## config.mk

```make
export PLATFORM = sky130hd
export DESIGN_NAME = io_out_buffer
export DESIGN_NICKNAME = d
export VERILOG_FILES = /design/src/rtl/io_pkg.sv /design/src/rtl/io_fifo_mem.sv /design/src/rtl/io_out_buffer.sv
export SDC_FILE = /design/constraint.sdc
export NUM_CORES = 1
export LEC_CHECK = 0
export BUFFER_PORTS_ARGS = -buffer_cell sky130_fd_sc_hd__buf_2
export CAP_MARGIN = 20
export CORE_MARGIN = 2
export CORE_UTILIZATION = 30
export DETAILED_ROUTE_END_ITERATION = 16
export GPL_TIMING_DRIVEN = 0
export HOLD_SLACK_MARGIN = 0.15
export PLACE_DENSITY_LB_ADDON = 0.12
export SLEW_MARGIN = 5
export SYNTH_ARGS = -nofsm -noshare
export SYNTH_HDL_FRONTEND = slang
export SYNTH_SLANG_ARGS = --single-unit
```

## constraint.sdc

```tcl
create_clock -name clk -period 7.5 [get_ports clk]
set_clock_uncertainty 0.2 [all_clocks]
set_input_delay 1.5 -clock clk [delete_from_list [all_inputs] [get_ports clk]]
set_output_delay 1.5 -clock clk [all_outputs]
set_load 0.01 [all_outputs]
```

## src/rtl/io_pkg.sv

```systemverilog
// io_pkg: shared word type and default depth for the CPU-to-host output buffer.
package io_pkg;
   typedef logic [63:0] io_word_t;
   localparam int IO_OUT_DEPTH_DEFAULT = 8;
endpackage

```

## src/rtl/io_fifo_mem.sv

```systemverilog
// io_fifo_mem: FIFO storage, one clocked write port and one combinational read port.
module io_fifo_mem #(
   parameter int DEPTH = 8,
   parameter int WIDTH = 64,
   parameter int AW    = $clog2(DEPTH)
) (
   input  logic             clk,
   input  logic             we,
   input  logic [AW-1:0]    waddr,
   input  logic [WIDTH-1:0] wdata,
   input  logic [AW-1:0]    raddr,
   output logic [WIDTH-1:0] rdata
);
   logic [WIDTH-1:0] mem [DEPTH];
   always_ff @(posedge clk)
      if (we) mem[waddr] <= wdata;
   assign rdata = mem[raddr];
endmodule

```

## src/rtl/io_out_buffer.sv

```systemverilog
// io_out_buffer: in-order FIFO from the CPU output port to the host with sticky overflow.
// Define IO_OUT_BUFFER_BYPASS_EN for a zero-latency path when the FIFO is empty.
module io_out_buffer
   import io_pkg::*;
#(
   parameter int DEPTH = IO_OUT_DEPTH_DEFAULT,
   parameter int WIDTH = 64
) (
   input  logic                     clk,
   input  logic                     reset,
   input  logic                     out_signal,
   input  logic [WIDTH-1:0]         out_data,
   output logic                     host_valid,
   output logic [WIDTH-1:0]         host_data,
   input  logic                     host_ready,
   output logic                     full,
   output logic [$clog2(DEPTH):0]   count,
   output logic                     overflow
);
   localparam int AW = $clog2(DEPTH);
   localparam int CW = AW + 1;
   logic [AW-1:0]    wr_ptr, rd_ptr;
   logic [WIDTH-1:0] mem_data;
   logic             empty, push, pop, bypass;
   assign empty = count == '0;
   assign full  = count == CW'(DEPTH);
`ifdef IO_OUT_BUFFER_BYPASS_EN
   // An empty FIFO forwards the CPU word directly; it is stored only if the host stalls.
   assign bypass     = empty & out_signal & host_ready;
   assign host_valid = !empty | out_signal;
   assign host_data  = empty ? out_data : mem_data;
`else
   assign bypass     = 1'b0;
   assign host_valid = !empty;
   assign host_data  = mem_data;
`endif
   assign pop  = host_ready & !empty;
   assign push = out_signal & (!full | pop) & !bypass;
   io_fifo_mem #(.DEPTH(DEPTH), .WIDTH(WIDTH), .AW(AW)) u_mem (
      .clk   (clk),
      .we    (push & !reset),
      .waddr (wr_ptr),
      .wdata (out_data),
      .raddr (rd_ptr),
      .rdata (mem_data)
   );
   always_ff @(posedge clk) begin
      if (reset) begin
         wr_ptr   <= '0;
         rd_ptr   <= '0;
         count    <= '0;
         overflow <= 1'b0;
      end else begin
         if (push) wr_ptr <= wr_ptr + AW'(1);
         if (pop) rd_ptr <= rd_ptr + AW'(1);
         count <= count + CW'(push) - CW'(pop);
         if (out_signal & full & !pop) overflow <= 1'b1;
      end
   end
endmodule

```

# == Word level (Yosys, flattened, before mapping) ==
# Memories as Yosys holds them, arrays and structs flattened. A register that Yosys moved wholly into a read port is not among the register bits.
# Index checks and enable logic that the tools add are counted.
# op_classes
addsub,4
n_eq_ne,1
mux,4
reduce_logical,5
bitwise_logic,6
# ops
op,count
$add A3 B1 Y3 const B,2
$mux W3,2
$and A1 B1 Y1,5
$add A4 B1 Y4,1
$eq A4 B4 Y1 const B,1
$logic_not A1 Y1,4
$logic_not A4 Y1,1
$sub A4 B1 Y4,1
$mux W1,2
$or A1 B1 Y1,1
# totals
out_inout_bits,71
register_bits,11
mem_count,1
wordCells,25
inputBits,68
mem_bits_rw,512
# mem_list
name,depth,word_bits,read_ports,rd_clocked_by_memory_dff,write_ports,line_no,text
u_mem.mem,8,64,1,1,1,io_fifo_mem.sv:14,logic [WIDTH-1:0] mem [DEPTH];

# == Depth between registers and ports, before layout ==
# Gate-level depths: netlist of run 1.
# depth
depth_word,8
mapped_depth,11
depth_no_buf,10

# == Hierarchy ==
# A second synthesis of run 1 with hierarchy kept.
# hier_totals
hier_cells,831
area_unflattened_um2,19959.1
# modules_own_cells
module,cells_per_inst,area_per_inst_um2,n_inst,seq_area_each_um2
io_fifo_mem,752,19266.0,1,15374.7
io_out_buffer,79,693.2,1,220.2

# == Least setup slack after synthesis of run 1 ==
# Ideal clock, no wire load.
# synth_timing
kind,input to register
startpoint,input port host_ready
endpoint,"memory u_mem.mem[5][0], enable pin"
setup_ns,0.565
cell_stages,3
path_buffers,0
t_arrival_ns,6.376
slack_ns,0.359
required_time_ns,6.735
cell_sequence,nor2b_1 -> o21ai_0 -> nor3_1
# synth_via
elab_chain_len,6
# synth_rtl
element,line_no,text
"start, declared",io_out_buffer.sv:15,"input logic host_ready,"
$and A1 B1 Y1,io_out_buffer.sv:37,assign pop = host_ready & !empty;
$or A1 B1 Y1,io_out_buffer.sv:38,assign push = out_signal & (!full | pop) & !bypass;
$and A1 B1 Y1,io_out_buffer.sv:38,
$and A1 B1 Y1,io_out_buffer.sv:41,".we (push & !reset),"
$mux W1,io_fifo_mem.sv:16,if (we) mem[waddr] <= wdata;
$mux W1 (not written as such),io_fifo_mem.sv:16,
"end, declared",io_fifo_mem.sv:14,
# Every way passes these cells.

==> results of run 1 <==
[kinds of logic (layout without fill, tap and decap cells)]
group | after synthesis | count (layout) | synth area share [%]
compound gates | 16 | 16 | 0.513
xor+xnor | 1 | 1 | 0.0438
fa+ha+maj | 8 | 8 | 0.538
buf+inv | 49 | 334 | 1.43
flops | 526 | 526 | 78.2
mux | 194 | 194 | 18.1
other cells | 0 | 1 | 0
simple gates | 43 | 43 | 1.16
[path summary, 6_finish.rpt]
path	to	cells after the start	slack (ps)	start
setup / recovery	host_data[15]	4	2870	flip-flop
hold / removal	overflow	1	270	overflow
setup reg to reg	u_mem.mem[5][21]	10	3990	count[2]
hold reg to reg	overflow	1	270	overflow
[per-stage QoR]
step | instances | util (%)
after detailed placement | 1887 | 34.1
after global placement | 1839 | 33.1
final | 1987 | 36.6
after floorplan | 837 | -
after CTS | 1986 | 36.6
after global routing | 1986 | 36.6
[cells in the final DEF, fill, tap and decap left out, drive strengths merged, types with 4 or more instances in the layout]
master and count:
edfxtp 512, buf 212, mux4 128, clkbuf 92, mux2 66, clkinv 17
dfxtp 14, inv 12, nor2 9, nand2 7, ha 7, o21ai 5
nand3 5, a21oi 5, nor3b 4, nor2b 4, nor3 4
[flip-flops by register name, indices dropped and copies added, names as in the netlist, named ones only]
name,cells
u_mem.mem,512
rd_ptr,3
count,4
wr_ptr,3
overflow,1
[area by class of cell]
cell class	instances	area (um^2)	share of cell area [%]
Sequential cell	526	15700	64.9
Multi-Input combinational cell	262	4130	17.1
Clock buffer	79	1530	6.35
Timing Repair Buffer	186	1290	5.34
Tap cell	864	1080	4.48
Buffer	39	248	1.03
Clock inverter	20	139	0.576
Inverter	10	37.5	0.156
Antenna cell	1	2.50	0.0104
[routing by layer]
layer	up-vias	routed length (um)	GRT usage, %	share of wire, %
met5	-	77	0	0.17
met4	12	802	3.19	1.7
met3	72	2140	3.35	4.6
met2	169	22000	21.7	48
met1	4881	21100	18.6	46
li1	4047	-	-	-
[power breakdown]
part           internal [mW]  switching, mW
registers               3.37         0.0393
logic                  0.615          0.681
clock network           1.45           1.11
total                   5.44           1.83
[worst register-to-register path, delay by kind of cell (launching register included)]
family / cells / cell delay [ps]
AOI/OAI and AO/OA: 1 / 390
and+or+nand+nor: 2 / 960
DFF: 1 / 330
buffers and inverters: 6 / 1170
adders and majority gates: 1 / 190
==> flow_summary.yaml, run 1 <==
floorplanning:
  coreArea_um2: 65900
  die_w_um: 262
  die_area_um2: 68800
  start_util_pct: 30.4
  ios: 139
  die_h_um: 262
  num_rows: 94
grt:
  grt_pass1_wl_um: 68600
  overflow: 0
  track_usage_pct: 13.6
  grt_pass1_vias: 9892
  grt_max_degree: 23
  antenna_found_initial: 7
worst_setup_path:
  arrival_ps: 2930
  slowest_delay_ps: 720
  crit_path_max_fanout: 10
  cp.buffers_inverters: 3
  cp_top_family: "buffers and inverters"
  cp_slowest_cell: "buf_1"
  worstSetupPathType: "flip-flop to output pin"
  end_kind: "output pin"
  critPathLaunchType: "flip-flop"
  path_cells: "buf_1 -> clkbuf_1 -> mux2_2 -> buf_2"
  cp.required_ps: 5800
timing:
  finalSetupViolations: 0
  layout_min_cycle_time_ps: 4630
  setup_ws_ps: 2870
  fin_crit_sh_pct: 61.8
  rsz0062_at_grt: "no"
  tightest_slew_ps: 993
  timing.hold.ws_ps: 268
  max_slew_margin_pct: 33.8
  clock.fmax_mhz: 216
  fin_setup_tns_ps: 0
  drv_slew: 0
  hold_violations: 0
placement:
  dpl_cell_area_um2: 22400
  io_buffers: 138
  dp_slack_ps: 2940
  dpl.hpwl_um: 29600
  gp_congestion: 0.668
route:
  drc: 0
  routed-via-count: 9181
  routed_wl_um: 46200
  wl_per_cell_um: 23.2
  viasPerCell: 4.62
  drt_pre_antenna_iters: 5
  drt_iter0_markers: 595
  ant_nets: 0
worst_hold_path:
  hp-class: "flip-flop to flip-flop"
logic_synthesis:
  synth_area_per_cell_um2: 23.9
  syn_inst: 837
  synth_edf_count: 512
  yosysTopAreaCellShare_pct: 76.8
  yosys-top-cells-area: "edfxtp_1 77%, mux4_2 14%, mux2_2 3.7%, dfxtp_1 1.4%, buf_6 0.68%"
  syn-num-nets: 913
  synth_area_leader_cell: "edfxtp_1"
  ys.flop_type: "edfxtp_1"
  ys_seq_area_share_pct: 78.2
  yosys-top-cells-count: "512 x edfxtp_1, 128 x mux4_2, 66 x mux2_2, 14 x dfxtp_1, 13 x clkbuf_1"
  yosysWarnings: 0
  yosysMostFrequentCell: "edfxtp_1"
  ys_types: 33
  synthesis.area_um2: 20000
  ys_seq_elements: 526
  async_flop_share_pct: 0
cts:
  cts_root_buf: "clkbuf_16"
  cts.clk_slew.worst_paths_ps: 60
  insertion_delay_ps: 600
  cts-hold-fix-buffers: 0
  cts-resized-gates: 0
  cts_tree: "built"
  postCtsSetupRepairBufs: 0
  cts_made_buffers: 58
  clockBufferDepth: 3
  h-tree-depth: 2
  cts_sinks: 526
status:
  outcome: "completed"
power_and_ir_drop:
  power.total_mw: 7.26
  powerDensity_nw_per_um2: 301
  leakage_nw: 7.64
  max-vdd-ir-drop_v: 0.000174
final_layout:
  fin_area_um2: 24100
  drive_gt1_share_pct: 42.5
  nets: 1159
  area_growth_pct: 20.4
  n_fill_cell: 6070
flow_run:
  maxCapViolCount: 0
Note: power is estimated with default switching activity, not from simulation.
==> inputs of run 2 (changes only) <==
clock period = 4.84 ns   (was 7.5 ns; I/O delays follow)
==> flow_summary.yaml, run 2 (synthesized netlist as in run 1, its figures left out) <==
status:
  outcome: "completed"
power_and_ir_drop:
  leakage_nw: 7.68
  power.total_mw: 11.4
  powerDensity_nw_per_um2: 469
  max-vdd-ir-drop_v: 0.000248
floorplanning:
  die_area_um2: 68800
  die_h_um: 262
  ios: 139
  num_rows: 94
  coreArea_um2: 65900
  start_util_pct: 30.4
  die_w_um: 262
timing:
  hold_violations: 0
  fin_setup_tns_ps: 0
  layout_min_cycle_time_ps: 4120
  max_slew_margin_pct: 29.1
  clock.fmax_mhz: 243
  setup_ws_ps: 718
  fin_crit_sh_pct: 85.2
  rsz0062_at_grt: "no"
  finalSetupViolations: 0
  tightest_slew_ps: 1060
  drv_slew: 0
placement:
  dp_slack_ps: 618
  dpl.hpwl_um: 29800
  io_buffers: 138
  gp_congestion: 0.673
  dpl_cell_area_um2: 22500
final_layout:
  fin_util_pct: 36.9
  final_common_cell: "edfxtp_1"
  biggestRegsByFlops: "u_mem.mem (512), count (4)"
  drive_gt1_share_pct: 42.4
  nets: 1153
  largest_register_ffs: 512
  top_register: "u_mem.mem"
  final_cell_mix: "512 x edfxtp_1, 141 x buf_2, 128 x mux4_2, 66 x mux2_2, 58 x clkbuf_16"
  fin_area_um2: 24300
  area_growth_pct: 21.3
worst_setup_path:
  rr_worst_depth: 11
  slowest_delay_ps: 730
  cp_slowest_cell: "buf_1"
  r2r_setup_slack_ps: 1180
  worstSetupPathType: "flip-flop to output pin"
  end_kind: "output pin"
  path_cells: "buf_1 -> clkbuf_1 -> mux2_2 -> buf_2"
  arrival_ps: 2950
  critPathLaunchType: "flip-flop"
  crit_path_max_fanout: 10
  rr_startpoint: "count[2]"
  cp.required_ps: 3670
  r2r_end: "u_mem.mem[0][27]"
route:
  routed-via-count: 9170
  wl_per_cell_um: 23.3
  drc: 0
  routed_wl_um: 46300
  ant_nets: 0
  viasPerCell: 4.61
  drt_iter0_markers: 601
  drt_pre_antenna_iters: 5
cts:
  h-tree-depth: 2
  cts_sinks: 526
  cts.clk_slew.worst_paths_ps: 60
  cts_tree: "built"
  clockBufferDepth: 3
  cts-resized-gates: 0
  cts_root_buf: "clkbuf_16"
  insertion_delay_ps: 600
  cts-hold-fix-buffers: 0
  cts_made_buffers: 58
  postCtsSetupRepairBufs: 0
flow_run:
  maxCapViolCount: 0
grt:
  grt_max_degree: 22
  overflow: 0
  grt_pass1_wl_um: 68300
  grt_pass1_vias: 9846
  track_usage_pct: 13.5
  antenna_found_initial: 9
worst_hold_path:
  worstHoldStart: "overflow"
  hp-class: "flip-flop to flip-flop"
  min_to: "overflow"
  hold_path_depth: 1
-- run 2: worst max path at each step --
stage / startpoint / to / slack [ps]
after floorplan: host_ready / u_mem.mem[5][0] / -1770
after global placement: host_ready / u_mem.mem[5][41] / -7980
after detailed placement: host_ready / u_mem.mem[0][35] / 620
after CTS: flip-flop / host_data[33] / 570
after global routing: flip-flop / host_data[39] / 550
final: flip-flop / host_data[34] / 720
-- run 2: area by class of cell --
type	instances	area (um^2)
Multi-Input combinational cell	262	4140
Clock buffer	80	1580
Antenna cell	1	2.50
Timing Repair Buffer	180	1380
Inverter	10	37.5
Tap cell	864	1080
Clock inverter	25	156
Fill cell	6085	41600
Sequential cell	526	15700
Buffer	39	248
-- run 2: stage by stage --
step	instances	hold slack, ps
final	1987	272
after floorplan	837	259
after CTS	1985	276
after detailed placement	1880	251
after global routing	1986	300
after global placement	1839	240
-- run 2: worst max-delay path: cells and delay by family, from the launching register on --
kind / cells / cell delay (ps)
buffers and inverters: 3 / 1600
flip-flops: 1 / 300
multiplexers: 1 / 450
-- run 2: power by group --
part	total [mW]	internal, mW	switching (mW)
logic	2.05	0.977	1.08
clock network	4.04	2.32	1.72
registers	5.29	5.23	0.0592
total	11.4	8.53	2.85
-- run 2: layer usage --
layer / vias to the layer above / track usage, % / share of wire [%]
met1: 4835 / 19.1 / 47
met4: 16 / 3.49 / 1.7
met5: - / 0 / 0.22
met3: 74 / 3.45 / 5.1
li1: 4048 / - / -
met2: 197 / 20.8 / 46
